--- config.mk ---
export PLATFORM = sky130hd
export DESIGN_NAME = dmem_lsu_ctrl_flat
export DESIGN_NICKNAME = d
export VERILOG_FILES = /design/src/rtl/dmem_lsu_ctrl_if.sv /design/src/rtl/dmem_lsu_ctrl.sv /design/src/flat_wrapper.sv
export SDC_FILE = /design/constraint.sdc
export NUM_CORES = 1
export LEC_CHECK = 0
export ABC_AREA = 1
export CORE_AREA = 2 2 99 77
export CTS_BUF_LIST = sky130_fd_sc_hd__clkbuf_2
export CTS_CLUSTER_SIZE = 10
export DETAILED_ROUTE_END_ITERATION = 8
export DIE_AREA = 0 0 101 79
export DONT_BUFFER_PORTS = 1
export GPL_TIMING_DRIVEN = 0
export PLACE_DENSITY = 0.83
export SLEW_MARGIN = 0
export SYNTH_ARGS = -nofsm -noshare
export SYNTH_HDL_FRONTEND = slang
export SYNTH_SLANG_ARGS = --single-unit
--- constraint.sdc ---
create_clock -name clk_150_mhz -period 2.7 [get_ports clk_150_mhz]
set_input_delay 0.81 -clock clk_150_mhz [delete_from_list [all_inputs] [get_ports clk_150_mhz]]
set_output_delay 0.81 -clock clk_150_mhz [all_outputs]
set_load 0.02 [all_outputs]
--- src/rtl/dmem_lsu_ctrl_if.sv ---
// ---------------------------------------------------------------------------
// dmem_lsu_ctrl_if
// Bundles the three buses around the load/store sequencer:
//   req_*  : request from the core memory stage (valid/ready handshake)
//   rsp_*  : one-cycle completion pulse back to the core (no backpressure)
//   mem_*  : word-wide synchronous data memory port (no byte enables)
// Modports:
//   slave  : the sequencer (dmem_lsu_ctrl)
//   master : the environment around it (core plus data memory)
// Parameters:
//   ADDR_W : word address width of the data memory (byte address is ADDR_W+2)
//   DATA_W : memory word width, only 32 is supported
// ---------------------------------------------------------------------------
interface dmem_lsu_ctrl_if #(
    parameter int ADDR_W = 12,
    parameter int DATA_W = 32
);
    logic              req_valid;
    logic              req_ready;
    logic              req_we;
    logic [1:0]        req_size;
    logic              req_unsigned;
    logic [ADDR_W+1:0] req_addr;
    logic [DATA_W-1:0] req_wdata;

    logic              rsp_valid;
    logic [DATA_W-1:0] rsp_rdata;
    logic              rsp_err;

    logic [ADDR_W-1:0] mem_addr;
    logic [DATA_W-1:0] mem_wdata;
    logic              mem_we;
    logic [DATA_W-1:0] mem_rdata;

    modport slave (
        input  req_valid, req_we, req_size, req_unsigned, req_addr, req_wdata,
        input  mem_rdata,
        output req_ready,
        output rsp_valid, rsp_rdata, rsp_err,
        output mem_addr, mem_wdata, mem_we
    );

    modport master (
        output req_valid, req_we, req_size, req_unsigned, req_addr, req_wdata,
        output mem_rdata,
        input  req_ready,
        input  rsp_valid, rsp_rdata, rsp_err,
        input  mem_addr, mem_wdata, mem_we
    );
endinterface

--- src/rtl/dmem_lsu_ctrl.sv ---
// ---------------------------------------------------------------------------
// dmem_lsu_ctrl
// Load/store sequencer between a single-cycle core's memory stage and a
// word-wide synchronous data memory. Turns LB/LH/LW/LBU/LHU/SB/SH/SW into word
// accesses; sub-word stores are done as read-modify-write, loads come back
// lane-extracted and sign- or zero-extended.
//
// Ports:
//   clk_150_mhz : clock, all state on the rising edge
//   rst         : asynchronous, active-high reset
//   bus         : dmem_lsu_ctrl_if.slave
//                 req_valid/req_ready/req_we/req_size/req_unsigned/
//                 req_addr (byte)/req_wdata  -- request handshake
//                 rsp_valid/rsp_rdata/rsp_err -- completion pulse
//                 mem_addr (word)/mem_wdata/mem_we/mem_rdata -- memory port
//
// Latencies counted in cycles after the accepting edge (rsp_valid visible):
//   load 2, word store 2, sub-word store 3, trapped misaligned access 1.
//
// Optional feature, macro DMEM_MISALIGN_TRAP_EN:
//   defined   -- a half with addr[0]=1 or a word with addr[1:0]!=0 skips the
//                memory and completes next cycle with rsp_err=1.
//   undefined -- rsp_err is always 0 and the low address bits are ignored.
// ---------------------------------------------------------------------------
module dmem_lsu_ctrl #(
    parameter int ADDR_W = 12,
    parameter int DATA_W = 32
) (
    input  logic            clk_150_mhz,
    input  logic            rst,
    dmem_lsu_ctrl_if.slave  bus
);

    typedef enum logic [2:0] {
        S_IDLE,
        S_RD,
        S_LD_DATA,
        S_RMW_MERGE,
        S_WR,
        S_DONE
    } state_t;

    localparam logic [1:0] SZ_BYTE = 2'b00;
    localparam logic [1:0] SZ_HALF = 2'b01;

    state_t            state_q, state_d;
    logic [ADDR_W+1:0] addr_q, addr_d;
    logic [1:0]        size_q, size_d;
    logic              we_q, we_d;
    logic              uns_q, uns_d;
    logic [DATA_W-1:0] wdata_q, wdata_d;
    logic              rsp_valid_q, rsp_valid_d;
    logic              mem_we_q, mem_we_d;
    logic              rsp_err_q, rsp_err_d;

    logic              accept;
    logic              trap_hit;

    // Ready is also gated by rst so nothing can be accepted while reset is
    // held, even before the state register has been cleared.
    assign bus.req_ready = (state_q == S_IDLE) && !rst;
    assign accept        = bus.req_valid && bus.req_ready;

`ifdef DMEM_MISALIGN_TRAP_EN
    // Size 11 is treated as a word, so size[1] alone selects the word check.
    assign trap_hit = ((bus.req_size == SZ_HALF) && bus.req_addr[0]) ||
                      (bus.req_size[1] && (bus.req_addr[1:0] != 2'b00));
`else
    assign trap_hit = 1'b0;
`endif

    // -----------------------------------------------------------------------
    // Next-state and capture logic
    // -----------------------------------------------------------------------
    always_comb begin
        // NOTE: every _d signal gets a default first, so no path through the
        // case below can leave one unassigned and infer a latch.
        state_d   = state_q;
        addr_d    = addr_q;
        size_d    = size_q;
        we_d      = we_q;
        uns_d     = uns_q;
        wdata_d   = wdata_q;
        rsp_err_d = 1'b0;

        case (state_q)
            S_IDLE: begin
                if (accept) begin
                    addr_d  = bus.req_addr;
                    size_d  = bus.req_size;
                    we_d    = bus.req_we;
                    uns_d   = bus.req_unsigned;
                    wdata_d = bus.req_wdata;
                    if (trap_hit) begin
                        state_d   = S_DONE;
                        rsp_err_d = 1'b1;
                    end else if (!bus.req_we) begin
                        state_d = S_RD;
                    end else if (bus.req_size[1]) begin
                        state_d = S_WR;
                    end else begin
                        // Sub-word store: read the word first, merge later.
                        state_d = S_RD;
                    end
                end
            end
            S_RD:        state_d = we_q ? S_RMW_MERGE : S_LD_DATA;
            S_LD_DATA:   state_d = S_IDLE;
            S_RMW_MERGE: state_d = S_DONE;
            S_WR:        state_d = S_DONE;
            S_DONE:      state_d = S_IDLE;
            default:     state_d = S_IDLE;
        endcase

        // Output flops are loaded from the state being entered, so they line
        // up exactly with that state and drop asynchronously on reset.
        rsp_valid_d = (state_d == S_LD_DATA) || (state_d == S_DONE);
        mem_we_d    = (state_d == S_RMW_MERGE) || (state_d == S_WR);
    end

    // -----------------------------------------------------------------------
    // State register
    // -----------------------------------------------------------------------
    always_ff @(posedge clk_150_mhz or posedge rst) begin
        if (rst) begin
            state_q     <= S_IDLE;
            addr_q      <= '0;
            size_q      <= '0;
            we_q        <= 1'b0;
            uns_q       <= 1'b0;
            wdata_q     <= '0;
            rsp_valid_q <= 1'b0;
            mem_we_q    <= 1'b0;
            rsp_err_q   <= 1'b0;
        end else begin
            // NOTE: non-blocking assignments so every flop samples the
            // pre-edge values regardless of statement order.
            state_q     <= state_d;
            addr_q      <= addr_d;
            size_q      <= size_d;
            we_q        <= we_d;
            uns_q       <= uns_d;
            wdata_q     <= wdata_d;
            rsp_valid_q <= rsp_valid_d;
            mem_we_q    <= mem_we_d;
            rsp_err_q   <= rsp_err_d;
        end
    end

    // -----------------------------------------------------------------------
    // Load lane extraction and extension (used in LD_DATA)
    // -----------------------------------------------------------------------
    logic [7:0]        ld_byte;
    logic [15:0]       ld_half;
    logic [DATA_W-1:0] ld_ext;

    always_comb begin
        ld_byte = bus.mem_rdata[{addr_q[1:0], 3'b000} +: 8];
        ld_half = bus.mem_rdata[{addr_q[1], 4'b0000} +: 16];
        case (size_q)
            SZ_BYTE: ld_ext = uns_q ? {{(DATA_W-8){1'b0}}, ld_byte}
                                    : {{(DATA_W-8){ld_byte[7]}}, ld_byte};
            SZ_HALF: ld_ext = uns_q ? {{(DATA_W-16){1'b0}}, ld_half}
                                    : {{(DATA_W-16){ld_half[15]}}, ld_half};
            default: ld_ext = bus.mem_rdata;
        endcase
    end

    // -----------------------------------------------------------------------
    // Read-modify-write merge (used in RMW_MERGE, sub-word stores only)
    // -----------------------------------------------------------------------
    logic [DATA_W-1:0] rmw_word;

    always_comb begin
        rmw_word = bus.mem_rdata;
        if (size_q == SZ_BYTE) begin
            rmw_word[{addr_q[1:0], 3'b000} +: 8] = wdata_q[7:0];
        end else begin
            rmw_word[{addr_q[1], 4'b0000} +: 16] = wdata_q[15:0];
        end
    end

    // -----------------------------------------------------------------------
    // Outputs: decoded from registered state and captured fields only
    // -----------------------------------------------------------------------
    assign bus.rsp_valid = rsp_valid_q;
    assign bus.rsp_err   = rsp_err_q;
    assign bus.rsp_rdata = (state_q == S_LD_DATA) ? ld_ext : '0;

    assign bus.mem_we    = mem_we_q;
    assign bus.mem_addr  = addr_q[ADDR_W+1:2];
    assign bus.mem_wdata = (state_q == S_RMW_MERGE) ? rmw_word :
                           (state_q == S_WR)        ? wdata_q  : '0;

endmodule

--- src/flat_wrapper.sv ---
// flat-port wrapper written by rule: the top's interface ports become plain ports
module dmem_lsu_ctrl_flat 
#(
    parameter int ADDR_W = 12,
    parameter int DATA_W = 32
)
  (clk_150_mhz, rst, bus_req_valid, bus_req_we, bus_req_size, bus_req_unsigned, bus_req_addr, bus_req_wdata, bus_mem_rdata, bus_req_ready, bus_rsp_valid, bus_rsp_rdata, bus_rsp_err, bus_mem_addr, bus_mem_wdata, bus_mem_we);
  dmem_lsu_ctrl_if #(.ADDR_W(ADDR_W), .DATA_W(DATA_W)) bus_i ();
  input  logic clk_150_mhz;
  input  logic rst;
  input wire logic [$bits(bus_i.req_valid)-1:0] bus_req_valid;
  input wire logic [$bits(bus_i.req_we)-1:0] bus_req_we;
  input wire logic [$bits(bus_i.req_size)-1:0] bus_req_size;
  input wire logic [$bits(bus_i.req_unsigned)-1:0] bus_req_unsigned;
  input wire logic [$bits(bus_i.req_addr)-1:0] bus_req_addr;
  input wire logic [$bits(bus_i.req_wdata)-1:0] bus_req_wdata;
  input wire logic [$bits(bus_i.mem_rdata)-1:0] bus_mem_rdata;
  output wire logic [$bits(bus_i.req_ready)-1:0] bus_req_ready;
  output wire logic [$bits(bus_i.rsp_valid)-1:0] bus_rsp_valid;
  output wire logic [$bits(bus_i.rsp_rdata)-1:0] bus_rsp_rdata;
  output wire logic [$bits(bus_i.rsp_err)-1:0] bus_rsp_err;
  output wire logic [$bits(bus_i.mem_addr)-1:0] bus_mem_addr;
  output wire logic [$bits(bus_i.mem_wdata)-1:0] bus_mem_wdata;
  output wire logic [$bits(bus_i.mem_we)-1:0] bus_mem_we;
  assign bus_i.req_valid = bus_req_valid;
  assign bus_i.req_we = bus_req_we;
  assign bus_i.req_size = bus_req_size;
  assign bus_i.req_unsigned = bus_req_unsigned;
  assign bus_i.req_addr = bus_req_addr;
  assign bus_i.req_wdata = bus_req_wdata;
  assign bus_i.mem_rdata = bus_mem_rdata;
  assign bus_req_ready = bus_i.req_ready;
  assign bus_rsp_valid = bus_i.rsp_valid;
  assign bus_rsp_rdata = bus_i.rsp_rdata;
  assign bus_rsp_err = bus_i.rsp_err;
  assign bus_mem_addr = bus_i.mem_addr;
  assign bus_mem_wdata = bus_i.mem_wdata;
  assign bus_mem_we = bus_i.mem_we;
  dmem_lsu_ctrl #(.ADDR_W(ADDR_W), .DATA_W(DATA_W)) u_core (.clk_150_mhz(clk_150_mhz), .rst(rst), .bus(bus_i));
endmodule
# [Yosys cells after proc, flatten, opt, wreduce, memory -nomap -nowiden]
# Index checks and enable logic that the tools add are counted.
[classes] n_mux=14 n_shift=6 eq_ne=9 add_sub_neg=2 reduce_logical=9
[ops] operator="32-bit 2-to-1 mux" n=6
[ops] operator="32-bit bitwise mux" n=2
[ops] operator="32-bit one-hot mux with 2 select lines" n=1
[ops] operator="16-bit by 7-bit variable shift with 32-bit output, first input constant" n=1
[ops] operator="8-bit by 7-bit variable shift with 32-bit output, first input constant" n=1
[ops] operator="16-bit by 7-bit indexed part select with 32-bit output" n=1
[ops] operator="32-bit by 6-bit indexed part select with 16-bit output" n=1
[ops] operator="32-bit by 6-bit indexed part select with 8-bit output" n=1
[ops] operator="8-bit by 7-bit indexed part select with 32-bit output" n=1
[ops] operator="5-bit negation with 7-bit output" n=2
[ops] operator="3-bit by 2-bit equality test with 1-bit output, second input constant" n=4
[ops] operator="3-bit equality test, second input constant" n=3
[ops] operator="3-bit 2-to-1 mux" n=3
[ops] operator="3-bit one-hot mux with 3 select lines" n=1
[ops] operator="3-bit by 1-bit equality test with 1-bit output, second input constant" n=1
[ops] operator="3-bit logical NOT" n=1
[ops] operator="2-bit by 1-bit equality test with 1-bit output, second input constant" n=1
[ops] operator="1-bit logical AND" n=2
[ops] operator="2-bit logical NOT" n=1
[ops] operator="1-bit logical OR" n=2
[ops] operator="2-bit AND reduction" n=1
[ops] operator="2-bit OR reduction" n=1
[ops] operator="1-bit logical NOT" n=1
[ops] operator="1-bit 2-to-1 mux" n=1
[totals] register_bits=55 output_inout_bits=80

# [Logic depth before layout (Yosys ltp)]
# Gate-level depths: netlist of run 1.
[depth] ltp_word=7 mapped_depth=11

# [Worst setup path after synthesis of run 1]
# No wires, ideal clock.
[synth_timing] path_kind="register to output" from="register u_core.addr_q[1]" to="output port bus_mem_wdata[31]" arrival_ns=1.762 stages_incl_launch_ff=10 n_path_buf=2 path_slack_ns=0.128 path_cell_list="dfrtp_1 buf_2 inv_2 ha_1 clkbuf_1 nor2_1 nand2_1 o22ai_1 nor2_1 o21ai_0"
[synth_via] elab_chain_cells=5 elab_cells_between_ends=10 classes_between="add/sub (2); shift (4); mux (4)"
[synth_lines] element="from (decl)" line_no="dmem_lsu_ctrl.sv:47" text="logic [ADDR_W+1:0] addr_q, addr_d;"
[synth_lines] element="from (signal assigned)" line_no="dmem_lsu_ctrl.sv:139" text="addr_q <= addr_d;"
[synth_lines] element="5-bit negation with 7-bit output, on equally long branches" line_no="dmem_lsu_ctrl.sv:179, dmem_lsu_ctrl.sv:177"
[synth_lines] element="16-bit by 7-bit indexed part select with 32-bit output (tied with other cells)" line_no="dmem_lsu_ctrl.sv:179" text="rmw_word[{addr_q[1], 4'b0000} +: 16] = wdata_q[15:0];"
[synth_lines] element="32-bit bitwise mux, on equally long branches" line_no="dmem_lsu_ctrl.sv:179, dmem_lsu_ctrl.sv:177"
[synth_lines] element="32-bit 2-to-1 mux (*)" line_no="dmem_lsu_ctrl.sv:176" text="if (size_q == SZ_BYTE) begin"
[synth_lines] element="32-bit 2-to-1 mux (*)" line_no="dmem_lsu_ctrl.sv:192" text="assign bus.mem_wdata = (state_q == S_RMW_MERGE) ? rmw_word :"
[synth_lines] element="to (decl)" line_no="flat_wrapper.sv:23" text="output wire logic [$bits(bus_i.mem_wdata)-1:0] bus_mem_wdata;"
# Mark *: on every way between the ends. The rest lies on a longest branch, timed or not.

# [Final worst setup path of run 1]
# Same ends and word-level chain as after synthesis.

==> impl.org, run 1 <==
** Status
- The flow ran to the end, but the final reports show violations.
- The final reports fail on setup timing.

** Synthesis
- Synth Area in Compound Gates :: 0.2276
- Of the total synthesized cell area, the portion taken by AND, OR, NAND and NOR gates is 0.3101.
- Synth Cell Area :: 0.004414 mm²
- Counting every net in the synthesized netlist gives 779.
- Share of synthesized area spent on multiplexers :: 0
- Number of distinct library cell variants in the gate-level netlist after synthesis :: 34
- Yosys reg bits :: 55
- Avg Inst Size Synth :: 6.407 µm²
- Of the total synthesized cell area, the portion taken by XOR and XNOR cells is 0.
- In the synthesized netlist, the number of instances is 689.
- Async SR Flop Fraction :: 1.000
- Of the synthesized area, sequential elements account for 0.3118.
- In the synthesized netlist the dominant register cell turns out to be sky130_fd_sc_hd__dfrtp_1.
- By area, the combinational part of the netlist is dominated by simple AND/OR/NAND/NOR gates.
- In this run, synthesis inferred 0 flip-flops with an integrated enable.
- Of the total synthesized cell area, the portion taken by full adders, half adders and majority gates is 0.01417.
- Yosys Warn Count :: 0

** Clock network
- For this design, the CTS-stage hold fixing added 0 buffers.
- Clk_lat worst skew :: 0.54 ns
- Cts bufs inserted :: 5
- TritonCTS built the clock tree.
- H-Tree Level Count :: 2
- Buffer cell driving the clock tree root :: sky130_fd_sc_hd__clkbuf_2
- Bufs on Longest Clock Path :: 2
- Number of clock sinks :: 55
- After clock tree synthesis, the clock-pin slew on the worst setup and hold paths is 0.33 ns.

** Power and ir drop
- Static Leak :: 2.622 nW
- Gate power share :: 0.752
- Of the total power, the clock network draws 0.053.
- After layout, the design draws a total of 7.420 mW.
- Switching part of the total power :: 0.5720
- The internal portion of the total power is 3.176 mW.
- Reg power frac :: 0.195
- Power spread over the standard cell area amounts to 1260 mW/mm².
- IR analysis of the VDD net gives a maximum drop of 0.6697 mV.
- For this design the total switching power over the nets is 4.244 mW.

** Final layout
- The repair_antennas step left the layout with diodes totalling 0.
- Fraction of final layout cells with drive strength greater than 1 :: 0.3583
- P&R area growth vs syn :: 33.42%
- Fin cells :: 807
- In the final design database the tool counted 809 nets.
- Design Area, Final :: 0.005889 mm²
- The layout has 468 filler cells.

** Timing
- At the pin with the least slew margin, the transition time is 0.6018 ns.
- After routing, the total negative slack on setup checks comes to -14.60 ns.
- Worst max-slew margin expressed relative to the limit :: 0.5955
- For the finished layout, the period the worst path requires is 3.053 ns.
- Period Utilization, post-route :: 1.131
- Worst Slack Setup Final :: -0.3535 ns
- Max Clock Skew :: 0.02146 ns
- The number of max-slew violations in the final report is 0.
- RSZ-0062 raised after global routing :: yes
- The hold violation total from the final report was 0.
- Static timing analysis puts the maximum clock frequency at 327.5 MHz.
- Setup violations remaining at the end of the flow were counted as 63.

** Worst setup path
- Largest stage delay, worst path :: 0.45 ns
- Worst endpoint data arrival time :: 2.24 ns
- Type of the setup path with the least slack :: register to output pin
- Startpoint class of the critical path :: register
- STA classifies the critical path endpoint as an output pin.
- Counting both buffers and inverters, the worst setup path holds a total of 2.
- Cell with the biggest individual delay on the critical path :: sky130_fd_sc_hd__dfrtp_1
- CP cell instances :: buf_6 -> inv_8 -> ha_4 -> nor2_2 -> nand2_1 -> o22ai_1 -> nor2_1 -> o21ai_2
- CP Data Required Time :: 1.89 ns
- Maximum fanout along the worst path :: 9
- CP delay by family, top :: flip-flops

** Global routing
- Global-route wire length before repair :: 24.27 mm
- Entering global routing, the biggest net connects 36 pins.
- The number of global-route vias before repair came to 4,661.
- The number of antenna violations at the first check in global routing was 0.
- Overflow left after global routing :: 0
- In the global route stage, overall resource usage came out at 0.3956.

** Drt
- Per-cell via count in the routed design :: 6.466
- The detailed router placed 5,218 vias in this run.
- Routed length per placed instance :: 21.86 µm
- DRC errors left :: 0
- Initial detailed-routing violation count :: 542
- Routed wire length :: 17.64 mm
- First-pass DRT Iterations :: 6
- The count of nets left with antenna violations once routing finished came out at 0.

** Floorplanning
- Die area :: 0.007979 mm²
- The initial utilization of the core area, before any placement, comes to 0.6222.
- Die H :: 79 µm
- The die is 101 µm wide.
- The total area inside the core boundary comes to 0.007094 mm².
- The floorplan has 27 rows.
- IO Count :: 165

** Placed design
- Place WS :: -0.4041 ns
- DP HPWL :: 12.06 mm
- DP Area :: 0.004543 mm²
- Number of cells in the design after placement :: 777
- Weighted congestion reported at the end of routability-driven placement :: 0.9914
- Port-buffer cells :: 0

** Hold path
- In this run the worst hold path is classified as input port to async pin.

** Run
- Across the run, the number of max-cap violations was 0.
layout make-up:
cell class / instances / area [µm²] / share of cell area
multi-input cells: 500 / 3364 / 0.5713
well taps: 87 / 108.9 / 0.01848
clock inverters: 3 / 28.78 / 0.004886
repair buffers: 29 / 290.3 / 0.04929
clock buffers: 5 / 25.02 / 0.004249
inverters: 77 / 330.3 / 0.05609
flip-flops and latches: 55 / 1380 / 0.2343
plain buffers: 51 / 361.6 / 0.06140
worst paths after layout:
path                       cells past startpoint  slack [ns]              start                  to
max in group asynchronous                      2        2.03                rst   u_core.state_q[0]
setup / recovery                               8       -0.35   u_core.addr_q[1]   bus_mem_wdata[31]
min in group clk_150_mhz                       2        0.33  bus_req_wdata[28]  u_core.wdata_q[28]
hold / removal                                 1        0.10                rst  u_core.wdata_q[13]
hold reg to reg                                2        0.53  u_core.addr_q[13]   u_core.addr_q[13]
setup reg to reg                               5        0.84  u_core.state_q[0]    u_core.size_q[0]
synthesized netlist by cell type, drive strengths merged, types with 7 or more instances:
cell	n	area [µm²]
nor2	65	271.5
nand2	214	828.3
clkbuf	20	76.32
dfrtp	55	1376
o22ai	32	200.2
o2111ai	8	70.07
o221ai	7	61.31
buf	37	230.2
o21a	7	52.55
a21oi	14	73.82
o211ai	8	60.06
nand3b	8	60.06
o21bai	8	60.06
o21ai	84	420.4
nand3	35	180.2
inv	77	291.5
flip-flops by register name, indices dropped and copies added, names as in the netlist:
register / count
u_core.we_q: 1
u_core.state_q: 3
u_core.uns_q: 1
u_core.bus.mem_we: 1
u_core.size_q: 2
u_core.wdata_q: 32
u_core.bus.rsp_valid: 1
u_core.addr_q: 14
metrics by stage:
stage                       util  hold slack [ns]
final                     0.8302           0.1022
after detailed placement  0.6404           0.4656
after floorplan                -           0.4492
after CTS                 0.7434           0.1531
after global placement    0.6376           0.4637
after global routing      0.8302           0.1090
worst reg2reg max path, cell delays in order, from the launching register on:
cell and delay, ns:
sky130_fd_sc_hd__dfrtp_2 0.53, sky130_fd_sc_hd__nor2_1 0.21, sky130_fd_sc_hd__nand3_1 0.24, sky130_fd_sc_hd__inv_2 0.17
sky130_fd_sc_hd__clkbuf_1 0.42, sky130_fd_sc_hd__o21ai_0 0.21
placed cells by master (no fill, tap or decap), types with 3 or more instances in the layout:
master,n
sky130_fd_sc_hd__clkbuf_4,3
sky130_fd_sc_hd__o21a_1,7
sky130_fd_sc_hd__ha_4,5
sky130_fd_sc_hd__buf_2,7
sky130_fd_sc_hd__nand3_2,14
sky130_fd_sc_hd__o221ai_1,5
sky130_fd_sc_hd__o22ai_1,12
sky130_fd_sc_hd__nand2_1,172
sky130_fd_sc_hd__nor2_2,12
sky130_fd_sc_hd__nor2_4,23
sky130_fd_sc_hd__buf_12,4
sky130_fd_sc_hd__o211ai_1,8
sky130_fd_sc_hd__o21bai_1,8
sky130_fd_sc_hd__dfrtp_1,52
sky130_fd_sc_hd__inv_4,10
sky130_fd_sc_hd__o21ai_4,7
sky130_fd_sc_hd__o22ai_4,6
sky130_fd_sc_hd__nand2_2,33
sky130_fd_sc_hd__nor2_1,30
sky130_fd_sc_hd__inv_1,53
sky130_fd_sc_hd__clkbuf_2,10
sky130_fd_sc_hd__inv_2,11
sky130_fd_sc_hd__nand3b_1,8
sky130_fd_sc_hd__o21ai_1,9
sky130_fd_sc_hd__dfrtp_2,3
sky130_fd_sc_hd__buf_6,6
sky130_fd_sc_hd__nand2_4,6
sky130_fd_sc_hd__a21oi_1,10
sky130_fd_sc_hd__o22ai_2,14
sky130_fd_sc_hd__clkbuf_1,7
sky130_fd_sc_hd__buf_4,45
sky130_fd_sc_hd__nand2_8,3
sky130_fd_sc_hd__o21ai_0,59
sky130_fd_sc_hd__o2111ai_4,6
sky130_fd_sc_hd__nand3_1,19
sky130_fd_sc_hd__o21ai_2,9
cells by family (layout without fill, tap and decap cells):
family	count (synthesis)	after routing
compound gates	169	169
fa+ha+maj	5	5
buf+inv	134	165
flops	55	55
other cells	1	1
simple gates	325	325
power groups by stage:
stage          Sequential (mW)  Clock, mW  Combinational, mW
4_1_cts                   1.43      0.378               4.48
6_report                  1.45      0.396               5.58
3_3_place_gp              1.42          0               3.49
3_5_place_dp              1.44          0               3.59
5_1_grt                   1.49      0.419               5.87
2_1_floorplan             1.38          0               2.80
per-layer routing:
metal,vias up,share of wire,wire length [µm],track usage
met5,-,0,0,0
met2,389,0.45,7868,0.6127
met1,2461,0.38,6694,0.5463
met4,0,0.038,672,0.1054
li1,2301,-,-,-
met3,67,0.14,2402,0.1127
repair_timing:
action                     CTS  global route
setup endpoints to repair   64            65
pin swaps                   28            41
buffers inserted            13            14
resized for setup          173           117
cloned                       1             0
Note: power is estimated with default switching activity, not from simulation.
==> inputs of run 2 (changes only) <==
Settings changed: CORE_AREA 2 2 99 77 to 2 2 109 85, DIE_AREA 0 0 101 79 to 0 0 111 87, PLACE_DENSITY 0.83 to 0.71.
==> impl.org, run 2 (synthesis gave the netlist of run 1 again) <==
** Status
- Run status :: complete, but fails checks
- Failing checks :: setup timing

** Hold path
- Path class of the lowest-slack min-delay path :: input port to async pin

** Final layout
- Most frequent standard cell in the layout excluding fill and tap cells :: sky130_fd_sc_hd__nand2_1
- Largest register FFs :: 32 (unchanged)
- The final cell count without fillers is 828 (+2.6%).
- P&R area growth vs syn :: 30.78%
- Leaving out fill and tap cells, the most frequent cells in the layout are sky130_fd_sc_hd__nand2_1, sky130_fd_sc_hd__o21ai_0, sky130_fd_sc_hd__inv_1.
- The final cell utilization of the core came to 0.6658 (-0.1644).
- Register ranked first by flip-flop count :: u_core.wdata_q
- The final-layout fill cell count is 796 (+70%).
- The share of cells above drive strength 1 was 0.3450 (-0.01336).
- The number of antenna diodes came to 0 (unchanged).
- Layout Nets :: 805 (-0.49%)
- The largest registers in the layout are u_core.wdata_q x32, u_core.addr_q x14, u_core.state_q x3.

** Drt
- Per-cell via count in the routed design :: 6.168 (-4.6%)
- The total routed wirelength came to 17.41 mm (-1.3%).
- The number of design-rule violations left by the first detailed-router iteration is 573 (+5.7%).
- Via Count :: 5,107 (-2.1%)
- The number of nets with antenna violations after routing is 0 (unchanged).
- DRC errors left :: 0 (unchanged)
- Routed length per placed instance :: 21.02 µm (-3.8%)
- The count of TritonRoute iterations in the first routing pass came to 6 (unchanged).

** Placed design
- Number of cells in the design after placement :: 802 (+3.2%)
- The final estimated routing congestion in global placement was 1.037 (+4.6%).
- Port-buffer cells :: 0 (unchanged)
- The half-perimeter wire length of the detailed placement result was 12.58 mm (+4.3%).

** Power and ir drop
- The leakage power of the design was 2.638 nW (+0.60%).
- Pint :: 3.069 mW (-3.4%)
- PnR Total Power :: 7.102 mW (-4.3%)
- The total power divided by cell area is 1230 mW/mm² (-2.4%).
- The largest vdd supply drop was 0.5625 mV (-16%).
- The part of the power in registers is 0.203 (+0.008).
- Gate power share :: 0.741 (-0.011)
- The power dissipated by switching net loads was 4.032 mW (-5.0%).
- The switching part of the total was 0.5678 (-0.004202).
- The portion of total power attributed to the clock network came to 0.056 (+0.003).

** Timing
- Max Clock Skew :: 0.02943 ns (+0.007969 ns)
- Min cycle time layout :: 3.011 ns (-0.04294 ns)
- Period Utilization, post-route :: 1.115 (-0.01590)
- The final-report setup violation count is 62 (-1.6%).
- Worst max-slew margin expressed relative to the limit :: 0.3910 (-0.2045)
- The number of max-slew violations in the final report is 0 (unchanged).
- The setup slack after layout came to -0.3105 ns (+0.04294 ns).
- Highest clock frequency the design can meet :: 332.2 MHz (+1.4%)
- The hold violation total from the final report was 0 (unchanged).
- Worst hold slack :: 0.1140 ns (+0.01178 ns)
- RSZ-0062 raised after global routing :: yes
- Transition time at the pin with the least slew margin :: 0.9052 ns (+0.3034 ns)

** Floorplanning
- The core box area came to 0.008671 mm² (+22%).
- Initial cell density of the core :: 0.5091 (-0.1131)
- IO Count :: 165 (unchanged)
- The number of core rows was 30 (+11%).
- Die H :: 87 µm (+10%)
- The die area was 0.009657 mm² (+21%).
- The die width came to 111 µm (+9.9%).

** Worst setup path
- The data arrival time of the critical path is 2.20 ns (-0.04 ns).
- Type of the setup path with the least slack :: register to output pin
- Type of element capturing the critical path :: output pin
- CP Data Required Time :: 1.89 ns (about the same)
- Startpoint class of the critical path :: register
- The startpoint identified for the worst register-to-register timing path is u_core.state_q[0].
- The maximum net fanout on the critical path came to 10 (+1).
- Start point of the critical path :: u_core.size_q[1]

** Global routing
- The wire length of the first global-routing pass is 25.92 mm (+6.8%).
- The maximum number of pins on one net before global-route repair is 36 (unchanged).
- Number of global-route vias before repair :: 4,738 (+1.7%)
- Overflow left after global routing :: 0 (unchanged)
- Number of antenna violations at the first check in global routing :: 1 (+1)
- The overall fraction of global-route tracks in use was 0.3433 (-0.05229).

** Clock network
- The number of buffers inserted by hold repair at cts came to 0 (unchanged).
- Bufs on Longest Clock Path :: 2 (unchanged)
- TritonCTS clock tree :: yes
- Cts bufs inserted :: 5 (unchanged)
- The CTS H-tree depth came to 2 (unchanged).
- Clock tree synthesis selected as its root buffer the cell sky130_fd_sc_hd__clkbuf_2.
- Clk slew on worst S/H paths :: 0.35 ns (+0.02 ns)
- Number of clock sinks :: 55 (unchanged)
- Clk_lat worst skew :: 0.52 ns (-0.02 ns)

** Run
- Max Cap Viol :: 0 (unchanged)
## run 2: changes by cell type in the layout (fill, tap and decap cells not counted), moves of 3 or more
cell	delta
sky130_fd_sc_hd__o2111ai_4	-3
sky130_fd_sc_hd__nor2_2	-11
sky130_fd_sc_hd__nand2_4	+4
sky130_fd_sc_hd__inv_2	+4
sky130_fd_sc_hd__nand2_2	-3
sky130_fd_sc_hd__inv_4	-3
sky130_fd_sc_hd__buf_4	-8
sky130_fd_sc_hd__o221ai_2	+4
sky130_fd_sc_hd__o21ai_2	+3
sky130_fd_sc_hd__o221ai_1	-4
sky130_fd_sc_hd__nor2_1	+7
sky130_fd_sc_hd__o22ai_4	-4
sky130_fd_sc_hd__nor2_4	+4
## run 2: cell type report
class	instances	area [µm²]	share of cell area
Buffer	52	380.4	0.06589
Clock buffer	5	25.02	0.004335
Clock inverter	3	28.78	0.004985
Inverter	77	319.1	0.05527
Multi-Input combinational cell	500	3237	0.5607
Sequential cell	55	1381	0.2393
Tap cell	112	140.1	0.02427
Timing Repair Buffer	24	261.5	0.04530
## run 2: what timing repair did
action | 4_1_cts | 5_1_grt
resized for setup | 179 | 104
endpoints found under the setup margin | 64 | 65
pin swaps | 34 | 41
setup buffers | 14 | 7
cloned | 1 | 1
## run 2: routing by layer
metal | routed length (µm) | track usage | part of all wire
met1 | 7338 | 0.4810 | 0.42
met2 | 7569 | 0.5064 | 0.43
met3 | 2005 | 0.1072 | 0.12
met5 | 13 | 0 | 0.00075
met4 | 478 | 0.1136 | 0.027
## run 2: metrics by stage
step	TNS (ns)	cell area (µm²)	setup slack (ns)
after floorplan	0	4414	0.1275
after global placement	-10.59	4554	-0.3463
after detailed placement	-7.397	4574	-0.3740
after CTS	-11.00	5323	-0.2598
after global routing	-18.69	5773	-0.4103
final	-12.00	5773	-0.3105
## run 2: power groups by stage
stage / Clock (mW) / Sequential [mW] / Combinational (mW)
2_1_floorplan: 0 / 1.38 / 2.80
3_3_place_gp: 0 / 1.43 / 3.53
3_5_place_dp: 0 / 1.44 / 3.61
4_1_cts: 0.399 / 1.43 / 4.50
5_1_grt: 0.423 / 1.48 / 5.61
6_report: 0.400 / 1.44 / 5.26
## run 2: worst paths after layout
| check | endpoint | slack, ns | cells past startpoint |
|---|---|---|---|
| worst max-delay path | bus_mem_wdata[17] | -0.31 | 6 |
| worst min register to register | u_core.addr_q[11] | 0.53 | 2 |
| min in group clk_150_mhz | u_core.wdata_q[24] | 0.35 | 2 |
| max in group asynchronous | u_core.state_q[0] | 1.99 | 2 |
| worst max register to register | u_core.size_q[0] | 0.84 | 5 |
| worst min-delay path | u_core.wdata_q[10] | 0.11 | 1 |
## run 2: worst max-delay path: stages, from the launching register on
cell,delay [ns]
sky130_fd_sc_hd__dfrtp_2,0.53
sky130_fd_sc_hd__inv_4,0.07
sky130_fd_sc_hd__nand2_4,0.11
sky130_fd_sc_hd__clkbuf_1,0.41
sky130_fd_sc_hd__nand3_1,0.26
sky130_fd_sc_hd__o2111ai_4,0.18
sky130_fd_sc_hd__o21ai_4,0.13
